==> src/rtl/i2c_slave_engine.sv <==
// Byte-level I2C slave: filtered SDA/SCL, START/STOP detect, 7-bit address match, byte shifter.
// Define I2C_SLAVE_GENCALL_EN to also accept the general-call address (7'h00, write only).
module i2c_slave_engine #(
  parameter logic [6:0] SLAVE_ADDR   = 7'h0F,
  parameter int         FILTER_DEPTH = 4
) (
  input  logic       clk,
  input  logic       reset,
  input  logic       sda_i,
  output logic       sda_o,
  output logic       sda_oen,
  input  logic       scl_i,
  output logic       scl_o,
  output logic       scl_oen,
  output logic [7:0] rx_data,
  output logic       rx_valid,
  output logic       rx_first,
  input  logic [7:0] tx_data,
  output logic       tx_req,
  output logic       rd_wr,
  output logic       busy
);

  localparam int CW = (FILTER_DEPTH > 1) ? $clog2(FILTER_DEPTH) : 1;
  localparam logic [CW-1:0] CMAX = CW'(FILTER_DEPTH - 1);

  typedef enum logic [2:0] {
    IDLE,
    ADDR,
    ADDR_ACK,
    WR_DATA,
    WR_ACK,
    RD_DATA,
    RD_ACK,
    WAIT_STOP
  } state_t;

  logic [1:0]    scl_sync;
  logic [1:0]    sda_sync;
  logic [CW-1:0] scl_cnt;
  logic [CW-1:0] sda_cnt;
  logic          scl_f;
  logic          sda_f;
  logic          scl_d;
  logic          sda_d;

  always_ff @(posedge clk or posedge reset) begin
    if (reset) begin
      scl_sync <= 2'b11;
      sda_sync <= 2'b11;
    end else begin
      scl_sync <= {scl_sync[0], scl_i};
      sda_sync <= {sda_sync[0], sda_i};
    end
  end

  // A line only flips after FILTER_DEPTH consecutive samples disagree with it.
  always_ff @(posedge clk or posedge reset) begin
    if (reset) begin
      scl_f   <= 1'b1;
      scl_cnt <= '0;
    end else if (scl_sync[1] == scl_f) begin
      scl_cnt <= '0;
    end else if (scl_cnt == CMAX) begin
      scl_f   <= scl_sync[1];
      scl_cnt <= '0;
    end else begin
      scl_cnt <= scl_cnt + CW'(1);
    end
  end

  always_ff @(posedge clk or posedge reset) begin
    if (reset) begin
      sda_f   <= 1'b1;
      sda_cnt <= '0;
    end else if (sda_sync[1] == sda_f) begin
      sda_cnt <= '0;
    end else if (sda_cnt == CMAX) begin
      sda_f   <= sda_sync[1];
      sda_cnt <= '0;
    end else begin
      sda_cnt <= sda_cnt + CW'(1);
    end
  end

  always_ff @(posedge clk or posedge reset) begin
    if (reset) begin
      scl_d <= 1'b1;
      sda_d <= 1'b1;
    end else begin
      scl_d <= scl_f;
      sda_d <= sda_f;
    end
  end

  logic scl_rise;
  logic scl_fall;
  logic start_det;
  logic stop_det;

  assign scl_rise  = scl_f & ~scl_d;
  assign scl_fall  = ~scl_f & scl_d;
  assign start_det = scl_f & scl_d & sda_d & ~sda_f;
  assign stop_det  = scl_f & scl_d & ~sda_d & sda_f;

  function automatic logic addr_hit(input logic [7:0] b);
`ifdef I2C_SLAVE_GENCALL_EN
    return (b[7:1] == SLAVE_ADDR) ||
           ((b[7:1] == 7'h00) && !b[0]);
`else
    return b[7:1] == SLAVE_ADDR;
`endif
  endfunction

  state_t     state, state_n;
  logic [2:0] cnt, cnt_n;
  logic [6:0] rx_sh, rx_sh_n;
  logic [6:0] tx_sh, tx_sh_n;
  logic       ph, ph_n;
  logic       first, first_n;
  logic       oen, oen_n;
  logic [7:0] rxd, rxd_n;
  logic       rxv_n;
  logic       rxf_n;
  logic       txr_n;
  logic       rw, rw_n;
  logic       bsy, bsy_n;
  logic       rxv;
  logic       rxf;
  logic       txr;
  logic [7:0] rx_byte;

  assign rx_byte = {rx_sh, sda_f};

  always_ff @(posedge clk or posedge reset) begin
    if (reset) begin
      state <= IDLE;
      cnt   <= '0;
      rx_sh <= '0;
      tx_sh <= '0;
      ph    <= 1'b0;
      first <= 1'b0;
      oen   <= 1'b1;
      rxd   <= '0;
      rxv   <= 1'b0;
      rxf   <= 1'b0;
      txr   <= 1'b0;
      rw    <= 1'b0;
      bsy   <= 1'b0;
    end else begin
      state <= state_n;
      cnt   <= cnt_n;
      rx_sh <= rx_sh_n;
      tx_sh <= tx_sh_n;
      ph    <= ph_n;
      first <= first_n;
      oen   <= oen_n;
      rxd   <= rxd_n;
      rxv   <= rxv_n;
      rxf   <= rxf_n;
      txr   <= txr_n;
      rw    <= rw_n;
      bsy   <= bsy_n;
    end
  end

  always_comb begin
    state_n = state;
    cnt_n   = cnt;
    rx_sh_n = rx_sh;
    tx_sh_n = tx_sh;
    ph_n    = ph;
    first_n = first;
    oen_n   = oen;
    rxd_n   = rxd;
    rxv_n   = 1'b0;
    rxf_n   = 1'b0;
    txr_n   = 1'b0;
    rw_n    = rw;
    bsy_n   = bsy;
    if (stop_det) begin
      state_n = IDLE;
      oen_n   = 1'b1;
      bsy_n   = 1'b0;
      ph_n    = 1'b0;
      cnt_n   = '0;
    end else if (start_det) begin
      state_n = ADDR;
      oen_n   = 1'b1;
      bsy_n   = 1'b0;
      ph_n    = 1'b0;
      cnt_n   = '0;
    end else begin
      unique case (state)
        IDLE: begin
        end
        ADDR: begin
          if (scl_rise) begin
            rx_sh_n = rx_byte[6:0];
            cnt_n   = cnt + 3'd1;
            if (cnt == 3'd7) begin
              ph_n = 1'b0;
              if (addr_hit(rx_byte)) begin
                rw_n    = rx_byte[0];
                bsy_n   = 1'b1;
                state_n = ADDR_ACK;
              end else begin
                state_n = WAIT_STOP;
              end
            end
          end
        end
        // First fall pulls SDA for ACK, second fall starts the data phase.
        ADDR_ACK: begin
          if (scl_fall) begin
            if (!ph) begin
              oen_n = 1'b0;
              ph_n  = 1'b1;
            end else begin
              ph_n  = 1'b0;
              cnt_n = '0;
              if (rw) begin
                state_n = RD_DATA;
                tx_sh_n = tx_data[6:0];
                oen_n   = tx_data[7];
                txr_n   = 1'b1;
              end else begin
                state_n = WR_DATA;
                oen_n   = 1'b1;
                first_n = 1'b1;
              end
            end
          end
        end
        WR_DATA: begin
          if (scl_rise) begin
            rx_sh_n = rx_byte[6:0];
            cnt_n   = cnt + 3'd1;
            if (cnt == 3'd7) begin
              rxd_n   = rx_byte;
              rxv_n   = 1'b1;
              rxf_n   = first;
              first_n = 1'b0;
              ph_n    = 1'b0;
              state_n = WR_ACK;
            end
          end
        end
        WR_ACK: begin
          if (scl_fall) begin
            if (!ph) begin
              oen_n = 1'b0;
              ph_n  = 1'b1;
            end else begin
              oen_n   = 1'b1;
              ph_n    = 1'b0;
              cnt_n   = '0;
              state_n = WR_DATA;
            end
          end
        end
        RD_DATA: begin
          if (scl_fall) begin
            if (cnt == 3'd7) begin
              oen_n   = 1'b1;
              cnt_n   = '0;
              ph_n    = 1'b0;
              state_n = RD_ACK;
            end else begin
              cnt_n   = cnt + 3'd1;
              oen_n   = tx_sh[6];
              tx_sh_n = {tx_sh[5:0], 1'b0};
            end
          end
        end
        // ph records a master ACK seen on the rising edge.
        RD_ACK: begin
          if (scl_rise) begin
            if (sda_f) begin
              state_n = WAIT_STOP;
              bsy_n   = 1'b0;
            end else begin
              ph_n = 1'b1;
            end
          end else if (scl_fall && ph) begin
            ph_n    = 1'b0;
            cnt_n   = '0;
            tx_sh_n = tx_data[6:0];
            oen_n   = tx_data[7];
            txr_n   = 1'b1;
            state_n = RD_DATA;
          end
        end
        WAIT_STOP: begin
          oen_n = 1'b1;
        end
        default: begin
          state_n = IDLE;
          oen_n   = 1'b1;
        end
      endcase
    end
  end

  assign sda_o    = 1'b0;
  assign sda_oen  = oen;
  assign scl_o    = 1'b0;
  assign scl_oen  = 1'b1;
  assign rx_data  = rxd;
  assign rx_valid = rxv;
  assign rx_first = rxf;
  assign tx_req   = txr;
  assign rd_wr    = rw;
  assign busy     = bsy;

endmodule

==> config.mk <==
export PLATFORM = sky130hd
export DESIGN_NAME = i2c_slave_engine
export DESIGN_NICKNAME = d
export VERILOG_FILES = /design/src/rtl/i2c_slave_engine.sv
export SDC_FILE = /design/constraint.sdc
export NUM_CORES = 1
export LEC_CHECK = 0
export CAP_MARGIN = 10
export CELL_PAD_IN_SITES_DETAIL_PLACEMENT = 1
export CELL_PAD_IN_SITES_GLOBAL_PLACEMENT = 2
export CORE_UTILIZATION = 38
export DETAILED_ROUTE_END_ITERATION = 8
export PLACE_DENSITY = 0.85
export SYNTH_ARGS = -nofsm -noshare
export SYNTH_HDL_FRONTEND = slang
export SYNTH_SLANG_ARGS = --single-unit
==> constraint.sdc <==
create_clock -name clk -period 2.93 [get_ports clk]
set_input_delay 0.4395 -clock clk [delete_from_list [all_inputs] [get_ports clk]]
set_output_delay 0.4395 -clock clk [all_outputs]
set_load 0.01 [all_outputs]
==> insert_results.sql <==
INSERT INTO impl_metrics (metric_group, metric, value, unit) VALUES
('critical_path', 'crit_path_end_kind', 'register', ''),
('layout', 'drive_above_1_share', '13.6', '%'),
('floorplan', 'die_h', '82.2', 'um'),
('critical_path', 'cpLargestDelayFamily', 'compound AO/OA/AOI/OAI gates', ''),
('pwr', 'p_per_area', '939', 'nW/um2'),
('clock_tree', 'ctsResizeCount', '0', ''),
('timing', 'finalSetupViolations', '0', ''),
('clock_tree', 'clock_sink_count', '48', ''),
('routing', 'remaining_drc_errors', '0', ''),
('layout', 'final-seq-area', '1210', 'um2'),
('timing', 'period_minus_slack', '2.24', 'ns'),
('pwr', 'ir_drop', '0.425', 'mV'),
('logic_synthesis', 'synth_flop_cell', 'sky130_fd_sc_hd__dfrtp_1', ''),
('logic_synthesis', 'syn_area_per_cell', '10.3', 'um2'),
('critical_path', 'worstPathBufferInverterCount', '0', ''),
('layout', 'final_net_count', '273', ''),
('global_routing', 'grt_util_all_layers', '17.0', '%'),
('layout', 'finish.utilization', '46.3', '%'),
('floorplan', 'initial_core_utilization', '40.3', '%'),
('flow_run', 'maxcap_violations', '0', ''),
('routing', 'drtAntennaViolNets', '0', ''),
('hold_path', 'holdCritPathClass', 'reg -> reg', ''),
('layout', 'commonest_cells_after_routing_fill_and_taps_aside', 'sky130_fd_sc_hd__dfrtp_1, sky130_fd_sc_hd__nand2_1, sky130_fd_sc_hd__clkdlybuf4s50_1', ''),
('logic_synthesis', 'netlist-cell-type-count', '53', ''),
('clock_tree', 'h-tree-depth', '2', ''),
('critical_path', 'critical-path-slowest-cell', 'sky130_fd_sc_hd__dfrtp_1', ''),
('timing', 'grt_setup_unrepaired', 'false', ''),
('timing', 'timing.max_slew.rel_slack', '53.5', '%'),
('global_routing', 'grt_start_max_net_pins', '25', ''),
('critical_path', 'worst-setup-path-type', 'reg -> reg', ''),
('routing', 'via_count', '1766', ''),
('layout', 'synthToLayoutAreaGrowth', '14.8', '%'),
('logic_synthesis', 'yosysSeqAreaShare', '49.6', '%'),
('clock_tree', 'clk_pin_slew', '0.09', 'ns'),
('logic_synthesis', 'post_syn_area', '2440', 'um2'),
('logic_synthesis', 'synth_async_sr_flop_share', '100', '%'),
('floorplan', 'num_rows', '28', ''),
('critical_path', 'crit_path_cell_trace', 'nand2b_1, a2111oi_4, o221a_2, nand3_1, o21ai_1', ''),
('timing', 'fin_skew', '0.00515', 'ns'),
('clock_tree', 'post-cts-setup-buffers', '0', ''),
('global_routing', 'global_route_wire_length_before_repair', '8.63', 'mm'),
('pwr', 'power.static_leakage', '1.25', 'nW'),
('routing', 'detail_route.wl_per_cell', '15.4', 'um'),
('floorplan', 'ioPinCount', '29', ''),
('timing', 'worst_pin_slew', '0.698', 'ns'),
('timing', 'timing.final.max_slew_violations', '0', ''),
('global_routing', 'initial_antenna_violation_count', '0', ''),
('run_status', 'run_status', 'complete, no violations', ''),
('floorplan', 'design.die.area', '6760', 'um2'),
('timing', 'fin_crit_sh', '76.5', '%'),
('global_routing', 'grt_remaining_overflow', '0', ''),
('pwr', 'post-layout-total-power', '2.64', 'mW'),
('placement', 'dp_hpwl', '3.68', 'mm'),
('routing', 'vias_cell', '5.30', ''),
('timing', 'setup-tns-final', '0', 'ns'),
('clock_tree', 'number_of_buffers_created_by_cts', '5', ''),
('global_routing', 'first_global_vias', '1738', ''),
('placement', 'routabilityCongestion', '0.792', ''),
('clock_tree', 'clock_insertion_delay_at_the_later_pin_of_the_skew_report', '0.30', 'ns'),
('layout', 'layout_commonest_cell', 'sky130_fd_sc_hd__dfrtp_1', ''),
('critical_path', 'timing.critical_path.required', '3.16', 'ns'),
('placement', 'detailedPlace.worstSlack', '0.705', 'ns'),
('timing', 'fin_worst_hold_slack', '0.359', 'ns'),
('clock_tree', 'tritoncts_clock_tree', 'built', ''),
('timing', 'crit_path_setup_slack_layout', '0.688', 'ns'),
('layout', 'final_antenna_diode_count', '0', ''),
('critical_path', 'crit_path_start_kind', 'register', ''),
('clock_tree', 'cts_root_buf', 'sky130_fd_sc_hd__clkbuf_8', ''),
('layout', 'multi_input_area', '1100', 'um2'),
('critical_path', 'cp_data_arrival_time', '2.47', 'ns'),
('clock_tree', 'cts_buffer_depth', '2', '');
[cell families after synthesis]
group | Yosys count | synth area share (%)
compound gates | 49 | 13.9
buf+inv | 26 | 5.37
flops | 48 | 49.6
simple gates | 82 | 17.3
xor+xnor | 4 | 1.43
fa+ha+maj | 5 | 2.46
other cells | 2 | 0.307
mux | 22 | 9.67
[metrics by stage]
| stage | area, um2 | instances |
|---|---|---|
| after detailed placement | 2720 | 325 |
| after global placement | 2720 | 325 |
| after floorplan | 2450 | 239 |
| after CTS | 2810 | 333 |
| after global routing | 2810 | 333 |
| final | 2810 | 333 |
[state kept, by name, indices dropped and copies added, names as in the netlist, 2 cells and up]
register and cells:
rx_sh 7, scl_cnt 2, sda_sync 2, cnt 3
sda_cnt 2, rx_data 8, tx_sh 7, scl_sync 2
state 3
[synthesized netlist by cell type (2+ instances only)]
library cell                n  area share, %
sky130_fd_sc_hd__mux2_1    10            4.6
sky130_fd_sc_hd__dfrtp_1   39             40
sky130_fd_sc_hd__a21o_1     3           0.92
sky130_fd_sc_hd__nand2b_1   4            1.0
sky130_fd_sc_hd__o211ai_1   2           0.61
sky130_fd_sc_hd__o31ai_1    3           0.92
sky130_fd_sc_hd__nor3_1     5            1.0
sky130_fd_sc_hd__buf_2      6            1.2
sky130_fd_sc_hd__xnor2_1    3            1.1
sky130_fd_sc_hd__inv_2      2           0.31
sky130_fd_sc_hd__a21oi_1   15            3.1
sky130_fd_sc_hd__a31oi_1    2           0.51
sky130_fd_sc_hd__o22ai_1    2           0.51
sky130_fd_sc_hd__nand4b_1   2           0.72
sky130_fd_sc_hd__o21ai_0    6            1.2
sky130_fd_sc_hd__o21ai_1    4           0.82
sky130_fd_sc_hd__nand2_1   32            4.9
sky130_fd_sc_hd__mux2i_1    9            3.7
sky130_fd_sc_hd__clkbuf_1   5           0.77
sky130_fd_sc_hd__buf_4      5            1.5
sky130_fd_sc_hd__nor2_1    17            2.6
sky130_fd_sc_hd__and2_1     2           0.51
sky130_fd_sc_hd__nor2b_1    5            1.3
sky130_fd_sc_hd__conb_1     2           0.31
sky130_fd_sc_hd__nand3_1    3           0.61
sky130_fd_sc_hd__dfstp_2    9            9.7
sky130_fd_sc_hd__inv_1      7            1.1
sky130_fd_sc_hd__mux2_2     3            1.4
sky130_fd_sc_hd__a21oi_2    3            1.1
sky130_fd_sc_hd__and4bb_1   2            1.0
sky130_fd_sc_hd__ha_1       4            2.0
[cell type report]
cell class,instances,area share [%]
sequential,48,43.2
multi-input combinational,165,39.4
timing repair buffer,28,9.72
tap,75,3.34
clock buffer,6,2.59
inverter,9,1.20
clock inverter,2,0.580
[per-layer routing]
metal  GRT usage (%)  part of all wire [%]  up-vias  wire length (um)
li1                -                     -      859                 -
met1            24.0                    50      874              2560
met2            26.4                    46       27              2360
met3            3.30                   2.6        6               135
met4            4.74                   1.2        0                59
met5               0                     0        -                 0
[path summary, 6_finish.rpt]
| kind | cells after the start | from | endpoint | slack, ns |
|---|---|---|---|---|
| worst min-delay path | 0 | sda_sync[0] | sda_sync[1] | 0.36 |
| min in group asynchronous | 2 | reset | rx_data[4] | 0.43 |
| worst max register to register | 5 | state[1] | tx_sh[0] | 0.69 |
| worst min register to register | 0 | sda_sync[0] | sda_sync[1] | 0.36 |
| max in group asynchronous | 3 | reset | sda_f | 1.87 |
| worst max-delay path | 5 | state[1] | tx_sh[0] | 0.69 |
[where the power goes]
part | leakage (nW) | switching (mW) | internal, mW
logic | 0.616 | 0.544 | 0.508
clock network | 0.0414 | 0.228 | 0.170
registers | 0.597 | 0.310 | 0.877
total | 1.25 | 1.08 | 1.55
No activity file was read; power rests on OpenSTA's default activity.
